### src/rtl/keyword_lexer.sv
// Lexing front end for the begin/end nesting checker: folds case, splits words on
// non-letters, classifies each word as BEGIN/END/OTHER and queues tokens in a small FIFO.
module keyword_lexer #(
    parameter int FIFO_DEPTH = 4,
    parameter int LEN_W      = 8
) (
    input  logic             clk,
    input  logic             reset,
    input  logic             in_valid,
    input  logic [7:0]       in_char,
    input  logic             flush,
    output logic             in_ready,
    output logic             tok_valid,
    input  logic             tok_ready,
    output logic [1:0]       tok_kind,
    output logic [LEN_W-1:0] tok_len,
    output logic [15:0]      tok_count,
    output logic             len_sat
);

    localparam int AW = (FIFO_DEPTH > 2) ? $clog2(FIFO_DEPTH) : 1;
    localparam int PW = AW + 1;
    localparam logic [PW-1:0]    DEPTH_P = PW'(FIFO_DEPTH);
    localparam logic [LEN_W-1:0] LEN_MAX = {LEN_W{1'b1}};

    typedef enum logic [3:0] {
        S_IDLE = 4'd0,
        S_B1   = 4'd1,
        S_B2   = 4'd2,
        S_B3   = 4'd3,
        S_B4   = 4'd4,
        S_B5   = 4'd5,
        S_E1   = 4'd6,
        S_E2   = 4'd7,
        S_E3   = 4'd8,
        S_WORD = 4'd9
    } state_t;

    state_t           r_state;
    logic [LEN_W-1:0] r_len;
    logic             r_len_sat;
    logic [PW-1:0]    r_wr_ptr;
    logic [PW-1:0]    r_rd_ptr;
    logic [1:0]       r_kind_mem [FIFO_DEPTH];
    logic [LEN_W-1:0] r_len_mem  [FIFO_DEPTH];
    logic [15:0]      r_tok_count;
    logic             r_in_ready;

    logic             w_is_upper;
    logic             w_is_lower;
    logic             w_letter_acc;
    logic             w_sep_acc;
    logic             w_push;
    logic             w_pop;
    logic             w_empty;
    logic [7:0]       w_lc;
    logic [PW-1:0]    w_occ;
    logic [PW-1:0]    w_occ_next;

    // Advance the keyword prefix matcher by one lowercase letter.
    function automatic state_t next_prefix(input state_t s, input logic [7:0] c);
        state_t n;
        n = S_WORD;
        case (s)
            S_IDLE:  n = (c == 8'h62) ? S_B1 : ((c == 8'h65) ? S_E1 : S_WORD);
            S_B1:    n = (c == 8'h65) ? S_B2 : S_WORD;
            S_B2:    n = (c == 8'h67) ? S_B3 : S_WORD;
            S_B3:    n = (c == 8'h69) ? S_B4 : S_WORD;
            S_B4:    n = (c == 8'h6E) ? S_B5 : S_WORD;
            S_E1:    n = (c == 8'h6E) ? S_E2 : S_WORD;
            S_E2:    n = (c == 8'h64) ? S_E3 : S_WORD;
            default: n = S_WORD;
        endcase
        return n;
    endfunction

    function automatic logic [1:0] token_kind(input state_t s);
        logic [1:0] k;
        case (s)
            S_B5:    k = 2'b01;
            S_E3:    k = 2'b10;
            default: k = 2'b11;
        endcase
        return k;
    endfunction

    // Character decode, accept strobes and FIFO occupancy bookkeeping.
    always_comb begin
        w_is_upper   = (in_char >= 8'h41) && (in_char <= 8'h5A);
        w_is_lower   = (in_char >= 8'h61) && (in_char <= 8'h7A);
        if (w_is_upper) begin
            w_lc = in_char | 8'h20;
        end else begin
            w_lc = in_char;
        end
        w_letter_acc = in_valid & r_in_ready & (w_is_upper | w_is_lower);
        // A flush only counts in cycles with no character, and then acts as a separator.
        w_sep_acc    = (in_valid & r_in_ready & ~(w_is_upper | w_is_lower))
                     | (flush & ~in_valid & r_in_ready);
        w_push       = w_sep_acc & (r_state != S_IDLE);
        w_occ        = r_wr_ptr - r_rd_ptr;
        w_empty      = (w_occ == {PW{1'b0}});
        w_pop        = ~w_empty & tok_ready;
        w_occ_next   = w_occ + {{AW{1'b0}}, w_push} - {{AW{1'b0}}, w_pop};
    end

    // Word matcher and saturating length counter.
    always_ff @(posedge clk or negedge reset) begin
        if (!reset) begin
            r_state   <= S_IDLE;
            r_len     <= {LEN_W{1'b0}};
            r_len_sat <= 1'b0;
        end else if (w_letter_acc) begin
            r_state <= next_prefix(r_state, w_lc);
            if (r_state == S_IDLE) begin
                r_len <= {{(LEN_W-1){1'b0}}, 1'b1};
            end else if (r_len != LEN_MAX) begin
                r_len <= r_len + {{(LEN_W-1){1'b0}}, 1'b1};
            end else begin
                r_len_sat <= 1'b1;
            end
        end else if (w_sep_acc) begin
            r_state <= S_IDLE;
            r_len   <= {LEN_W{1'b0}};
        end else begin
            r_state <= r_state;
            r_len   <= r_len;
        end
    end

    // Token FIFO, push counter and registered input-ready.
    always_ff @(posedge clk or negedge reset) begin
        if (!reset) begin
            r_wr_ptr    <= {PW{1'b0}};
            r_rd_ptr    <= {PW{1'b0}};
            r_tok_count <= 16'd0;
            r_in_ready  <= 1'b1;
            for (int i = 0; i < FIFO_DEPTH; i++) begin
                r_kind_mem[i] <= 2'b00;
                r_len_mem[i]  <= {LEN_W{1'b0}};
            end
        end else begin
            if (w_push) begin
                r_kind_mem[r_wr_ptr[AW-1:0]] <= token_kind(r_state);
                r_len_mem[r_wr_ptr[AW-1:0]]  <= r_len;
                r_wr_ptr    <= r_wr_ptr + {{AW{1'b0}}, 1'b1};
                r_tok_count <= r_tok_count + 16'd1;
            end else begin
                r_wr_ptr    <= r_wr_ptr;
                r_tok_count <= r_tok_count;
            end
            if (w_pop) begin
                r_rd_ptr <= r_rd_ptr + {{AW{1'b0}}, 1'b1};
            end else begin
                r_rd_ptr <= r_rd_ptr;
            end
            r_in_ready <= (w_occ_next != DEPTH_P);
        end
    end

    assign in_ready  = r_in_ready;
    assign tok_valid = ~w_empty;
    assign tok_kind  = w_empty ? 2'b00 : r_kind_mem[r_rd_ptr[AW-1:0]];
    assign tok_len   = w_empty ? {LEN_W{1'b0}} : r_len_mem[r_rd_ptr[AW-1:0]];
    assign tok_count = r_tok_count;
    assign len_sat   = r_len_sat;

endmodule

### config.mk
export PLATFORM = sky130hd
export DESIGN_NAME = keyword_lexer
export DESIGN_NICKNAME = d
export VERILOG_FILES = /design/src/rtl/keyword_lexer.sv
export SDC_FILE = /design/constraint.sdc
export NUM_CORES = 1
export LEC_CHECK = 0
export CAP_MARGIN = 30
export CORE_ASPECT_RATIO = 1.5
export CORE_MARGIN = 2
export CORE_UTILIZATION = 35
export CTS_CLUSTER_DIAMETER = 60
export CTS_CLUSTER_SIZE = 40
export DETAILED_ROUTE_END_ITERATION = 8
export PLACE_DENSITY = 0.65
export SYNTH_ARGS = -nofsm -noshare
export SYNTH_HDL_FRONTEND = slang
export SYNTH_SLANG_ARGS = --single-unit
### constraint.sdc
create_clock -name clk -period 4.7 [get_ports clk]
set_clock_uncertainty 0.05 [all_clocks]
set_input_delay 0.94 -clock clk [delete_from_list [all_inputs] [get_ports clk]]
set_output_delay 0.94 -clock clk [all_outputs]
set_load 0.02 [all_outputs]
==> results of run 1 <==
[cells in the mapped netlist (2+ instances only)]
cell / instances / area, um2
a21oi_1: 10 / 50.1
a31oi_1: 5 / 31.3
a32o_1: 2 / 20.0
and2_1: 12 / 75.1
and3_1: 8 / 50.1
buf_2: 5 / 25.0
buf_4: 5 / 37.5
clkbuf_1: 6 / 22.5
dfrtp_1: 75 / 1880
fa_1: 2 / 40.0
ha_1: 10 / 125
inv_1: 7 / 26.3
mux2_2: 33 / 372
mux4_2: 10 / 225
nand2_1: 29 / 109
nand3_1: 10 / 50.1
nand3b_1: 2 / 15.0
nand4_1: 9 / 56.3
nor2_1: 12 / 45.0
nor2b_1: 2 / 12.5
nor3_1: 9 / 45.0
nor3b_1: 2 / 15.0
o211ai_1: 4 / 30.0
o21a_1: 2 / 15.0
o21ai_0: 17 / 85.1
or2_2: 2 / 12.5
or3_1: 3 / 18.8
xnor2_1: 15 / 131
xor2_1: 8 / 70.1
[kinds of logic after synthesis]
family / Yosys count / synth area share [%]
fa+ha+maj: 12 / 4.15
xor+xnor: 23 / 5.06
buf+inv: 25 / 2.99
compound gates: 51 / 8.87
simple gates: 113 / 15.8
flops: 76 / 47.8
mux: 44 / 15.3
[power groups by stage]
stage	sequential (mW)	combinational [mW]	clock, mW
after global placement	0.878	0.846	0
after floorplan	0.862	0.607	0
final	0.879	0.869	0.628
after CTS	0.878	0.894	0.645
after detailed placement	0.889	0.880	0
after global routing	0.895	0.967	0.670
[metrics by stage]
step	cell area [um2]	hold WS [ps]	util [%]	power, mW
detailed placement	4510	410	40.8	1.77
global route	4810	350	43.5	2.53
floorplan	3980	395	-	1.47
global placement	4510	406	40.8	1.72
CTS	4780	425	43.2	2.42
finish	4810	360	43.5	2.38
[worst paths after layout]
kind | depth (start not counted) | end | startpoint | slack, ps
worst max-delay path | 6 | tok_len[0] | r_rd_ptr[1] | 580
worst min-delay path | 1 | r_len_mem[26] | reset | 360
worst max register to register | 12 | in_ready | r_rd_ptr[1] | 770
worst min register to register | 1 | tok_count[15] | tok_count[15] | 420
max in group asynchronous | 2 | in_ready | reset | 3640
min in group clk | 1 | tok_count[15] | tok_count[15] | 420
[area by class of cell]
class / instances / share of cell area [%]
clock buffer: 13 / 5.42
clock inverter: 2 / 0.208
inverter: 8 / 0.625
multi-input combinational: 243 / 40.7
sequential: 76 / 39.6
tap: 147 / 3.83
timing repair buffer: 46 / 9.63
[worst max-delay path: cells and delay by family, from the launching register on]
family | cells | cell delay, ps
flip-flops | 1 | 620
XOR/XNOR | 2 | 400
buffers and inverters | 1 | 530
AND/OR/NAND/NOR | 2 | 710
adder cells (fa/ha/maj) | 1 | 520
[routing by layer]
layer	routed length, um	vias to the layer above	GRT usage [%]
met2	4400	45	26.3
met1	3520	1411	16.3
met4	125	0	5.22
met3	260	9	3.01
li1	-	1324	-
met5	0	-	0
[flip-flops by register name, summed over array words and instances (netlist names)]
register,count
r_len_mem,32
tok_count,16
r_len,8
r_wr_ptr,3
r_state,4
len_sat,1
r_kind_mem,8
in_ready,1
r_rd_ptr,3
[placed cells by master, fill, tap and decap left out, types with 3 or more instances in the layout]
cell type	netlist	final
mux2_2	33	33
buf_4	5	6
clkbuf_16	0	9
inv_1	7	7
nor2_1	12	12
xnor2_1	15	15
o21ai_0	17	17
clkdlybuf4s50_1	0	39
mux4_2	10	10
xor2_1	8	8
and3_1	8	8
a31oi_1	5	5
nand2_1	29	29
ha_1	10	10
nand3_1	10	10
a21oi_1	10	10
nand4_1	9	9
or3_1	3	3
nor3_1	9	9
and2_1	12	12
o211ai_1	4	4
dfrtp_1	75	75
==> results_dict.tcl, run 1 <==
set metrics [dict create \
    overflow 0 \
    start_util_pct 36.0 \
    gp_congestion 0.812 \
    pin_count 42 \
    async_flop_share_pct 100 \
    peakVddDrop_mv 0.329 \
    post-cts-setup-buffers 0 \
    rows 47 \
    multi_input_area_um2 1960 \
    ys_types 57 \
    critical_path.cell_chain "fa_1, xor2_1, xnor2_1, nand3_1, and2_1, clkdlybuf4s50_1" \
    dpl.cell_count 519 \
    outcome "complete, no violations" \
    power_frac_comb_pct 36.6 \
    synthCells 344 \
    drive_gt1_share_pct 19.3 \
    grt_pass1_vias 2958 \
    internal-power_mw 1.57 \
    clockBufferDepth 2 \
    seqPwrFrac_pct 37.0 \
    drcViolationCount 0 \
    post-place-ws_ps 729 \
    synth-seq-area-share_pct 47.8 \
    p_sw_mw 0.804 \
    dp_hpwl_um 5750 \
    cts_buffers 9 \
    worst_pin_slew_ps 825 \
    seqCellArea_um2 1900 \
    clk_latency_ps 330 \
    maxCapViolCount 0 \
    post_cts_resized 0 \
    fin_tns_setup_ps 0 \
    fin_crit_ps 4120 \
    final-setup-viol-count 0 \
    cp.required_ps 3710 \
    io_buffers 40 \
    max_stage_delay_ps 620 \
    slew_headroom_pct 44.9 \
    track_usage_pct 14.3 \
    synth-edff-count 0 \
    swShare_pct 33.8 \
    end_kind "primary output" \
    drt_pass1_iterations 4 \
    fin_crit_sh_pct 87.6 \
    crit_slowest_cell "dfrtp_1" \
    wl_um 8310 \
    root_buffer "clkbuf_16" \
    power_leakage_nw 2.12 \
    clk_pin_slew_ps 50 \
    synthToLayoutAreaGrowth_pct 20.8 \
    fillers 1100 \
    cts_tree "yes" \
    avgRoutedWirePerCell_um 15.5 \
    grt_pass1_wl_um 14100 \
    yosysWarnings 0 \
    setup_ws_ps 583 \
    power_density_nw_per_um2 494 \
    via_per_inst 5.21 \
    drv_slew 0 \
    hold_violations 0 \
    num_antenna_cells 0 \
    antenna_found_initial 0 \
    syn_area_um2 3980 \
    arrival_ps 3130 \
    grt_max_degree 77 \
    synth_nets 369 \
    cp_max_fo 13 \
    avgSynthCellArea_um2 11.6 \
    ys.flop_type "dfrtp_1" \
    nets 409 \
    rsz0062_at_grt "false" \
    max_freq_ghz 0.243 \
    num_vias 2789 \
    cts_hold_buf 0 \
    die_y_um 135 \
    critPathLaunchType "register" \
    ys_ff_latch 76 \
    fp.coreArea_um2 11100 \
    die_w_um 91.0 \
    drt_iter0_drc 162 \
    path_class "register to primary output" \
    instances_no_fill 535 \
    min_path_type "primary input to async pin" \
    final_antenna_net_count 0 \
    pwr-share-clk_pct 26.4 \
    h-tree-depth 3 \
    cts.sinks 76 \
    die_area_um2 12300 \
]
No activity file was read; power rests on OpenSTA's default activity.
==> run 2: changes to the inputs <==
--- a/config.mk
+++ b/config.mk
@@ -7,12 +7,12 @@
 export LEC_CHECK = 0
 export CAP_MARGIN = 30
 export CORE_ASPECT_RATIO = 1.5
-export CORE_MARGIN = 2
 export CORE_UTILIZATION = 35
 export CTS_CLUSTER_DIAMETER = 60
 export CTS_CLUSTER_SIZE = 40
 export DETAILED_ROUTE_END_ITERATION = 8
 export PLACE_DENSITY = 0.65
+export SKIP_CTS_REPAIR_TIMING = 1
 export SYNTH_ARGS = -nofsm -noshare
 export SYNTH_HDL_FRONTEND = slang
 export SYNTH_SLANG_ARGS = --single-unit
==> results_dict.tcl, run 2 (synthesis results as in run 1) <==
set metrics [dict create \
    fin_crit_ps 4100 \
    nets 409 \
    outcome "complete, no violations" \
    critPathLaunchType "register" \
    power_density_nw_per_um2 502 \
    post-place-ws_ps 702 \
    mostFrequentLayoutCells "dfrtp_1, clkdlybuf4s50_1, mux2_2, nand2_1, o21ai_0" \
    regToRegEndpoint "in_ready" \
    grt_pass1_wl_um 13800 \
    layout_commonest_cell "dfrtp_1" \
    maxCapViolCount 0 \
    cp.required_ps 3710 \
    overflow 0 \
    fp.coreArea_um2 11100 \
    final_util_pct 43.8 \
    drive_gt1_share_pct 19.8 \
    drv_slew 0 \
    grt_max_degree 77 \
    peakVddDrop_mv 0.327 \
    start_util_pct 36.0 \
    largest_reg_flops 32 \
    max_freq_ghz 0.244 \
    synthToLayoutAreaGrowth_pct 21.7 \
    min_path_type "register to register" \
    die_area_um2 11800 \
    drcViolationCount 0 \
    slew_headroom_pct 45.9 \
    track_usage_pct 15.3 \
    cp_max_fo 13 \
    cts_tree "yes" \
    hold_violations 0 \
    power_frac_comb_pct 35.5 \
    clockBufferDepth 2 \
    h-tree-depth 3 \
    reg2reg_setup_slack_ps 780 \
    largest-register "r_len_mem" \
    p_sw_mw 0.802 \
    whs_endpoint "len_sat" \
    fin_hold_ws_ps 424 \
    drt_iter0_drc 160 \
    drt_pass1_iterations 4 \
    rsz0062_at_grt "false" \
    pin_count 42 \
    root_buffer "clkbuf_16" \
    total_power_mw 2.43 \
    reg2reg_depth 12 \
    wl_um 8130 \
    seqPwrFrac_pct 36.1 \
    avgRoutedWirePerCell_um 15.2 \
    clk_latency_ps 330 \
    clk_pin_slew_ps 60 \
    dp_hpwl_um 5610 \
    pwr-share-clk_pct 28.4 \
    worst_pin_slew_ps 809 \
    setup_ws_ps 597 \
    die_y_um 133 \
    final_antenna_net_count 0 \
    via_per_inst 5.24 \
    grt_pass1_vias 2884 \
    swShare_pct 33.0 \
    final-setup-viol-count 0 \
    fillers 1079 \
    num_vias 2808 \
    die_w_um 89.0 \
    holdPathStages 1 \
    num_antenna_cells 0 \
    antenna_found_initial 0 \
    end_kind "primary output" \
    power_leakage_nw 2.13 \
    io_buffers 40 \
    cts_buffers 9 \
    path_class "register to primary output" \
    fin_tns_setup_ps 0 \
    min-delay-start "len_sat" \
    multi_input_area_um2 1960 \
    gp_congestion 0.816 \
    arrival_ps 3110 \
    cts.sinks 76 \
    seqCellArea_um2 1900 \
    internal-power_mw 1.63 \
    rows 47 \
    fin_crit_sh_pct 87.3 \
    r2r_start "r_rd_ptr[1]" \
]
[run 2: area by class of cell]
type / count / share of cell area [%]
multi-input combinational: 243 / 40.4
inverter: 8 / 0.620
clock buffer: 12 / 5.30
timing repair buffer: 46 / 9.57
clock inverter: 4 / 0.982
tap: 147 / 3.80
sequential: 76 / 39.3
[run 2: worst max-delay path by stage]
stage	from	to	slack, ps
2_1_floorplan	in_char[3]	in_ready	1430
3_3_place_gp	r_rd_ptr[1]	in_ready	780
3_5_place_dp	r_rd_ptr[1]	in_ready	700
4_1_cts	r_rd_ptr[1]	tok_len[0]	480
5_1_grt	r_rd_ptr[1]	tok_len[2]	310
6_report	r_rd_ptr[1]	tok_len[0]	600
[run 2: per-stage QoR]
step / cells / cell area [um2]
CTS: 535 / 4810
finish: 536 / 4840
global placement: 519 / 4510
global route: 536 / 4840
floorplan: 344 / 3980
detailed placement: 519 / 4510
[run 2: power by group through the flow]
stage,combinational (mW),sequential [mW],clock (mW)
floorplan,0.607,0.862,0
global route,0.962,0.896,0.730
detailed placement,0.879,0.889,0
global placement,0.845,0.878,0
finish,0.862,0.878,0.689
CTS,0.885,0.878,0.706
[run 2: per-layer routing]
| metal | vias up | wire, um | GRT usage [%] |
|---|---|---|---|
| met1 | 1413 | 3520 | 18.8 |
| met2 | 50 | 4190 | 25.6 |
| met4 | 0 | 197 | 7.14 |
| met3 | 15 | 227 | 2.87 |
| li1 | 1330 | - | - |
| met5 | - | 0 | 0 |
[run 2: worst max-delay path, cell delays in order, from the launching register on]
cell and delay (ps):
dfrtp_1 620, fa_1 520, xor2_1 160, xnor2_1 230, nand3_1 410, and2_1 290, clkdlybuf4s50_1 530
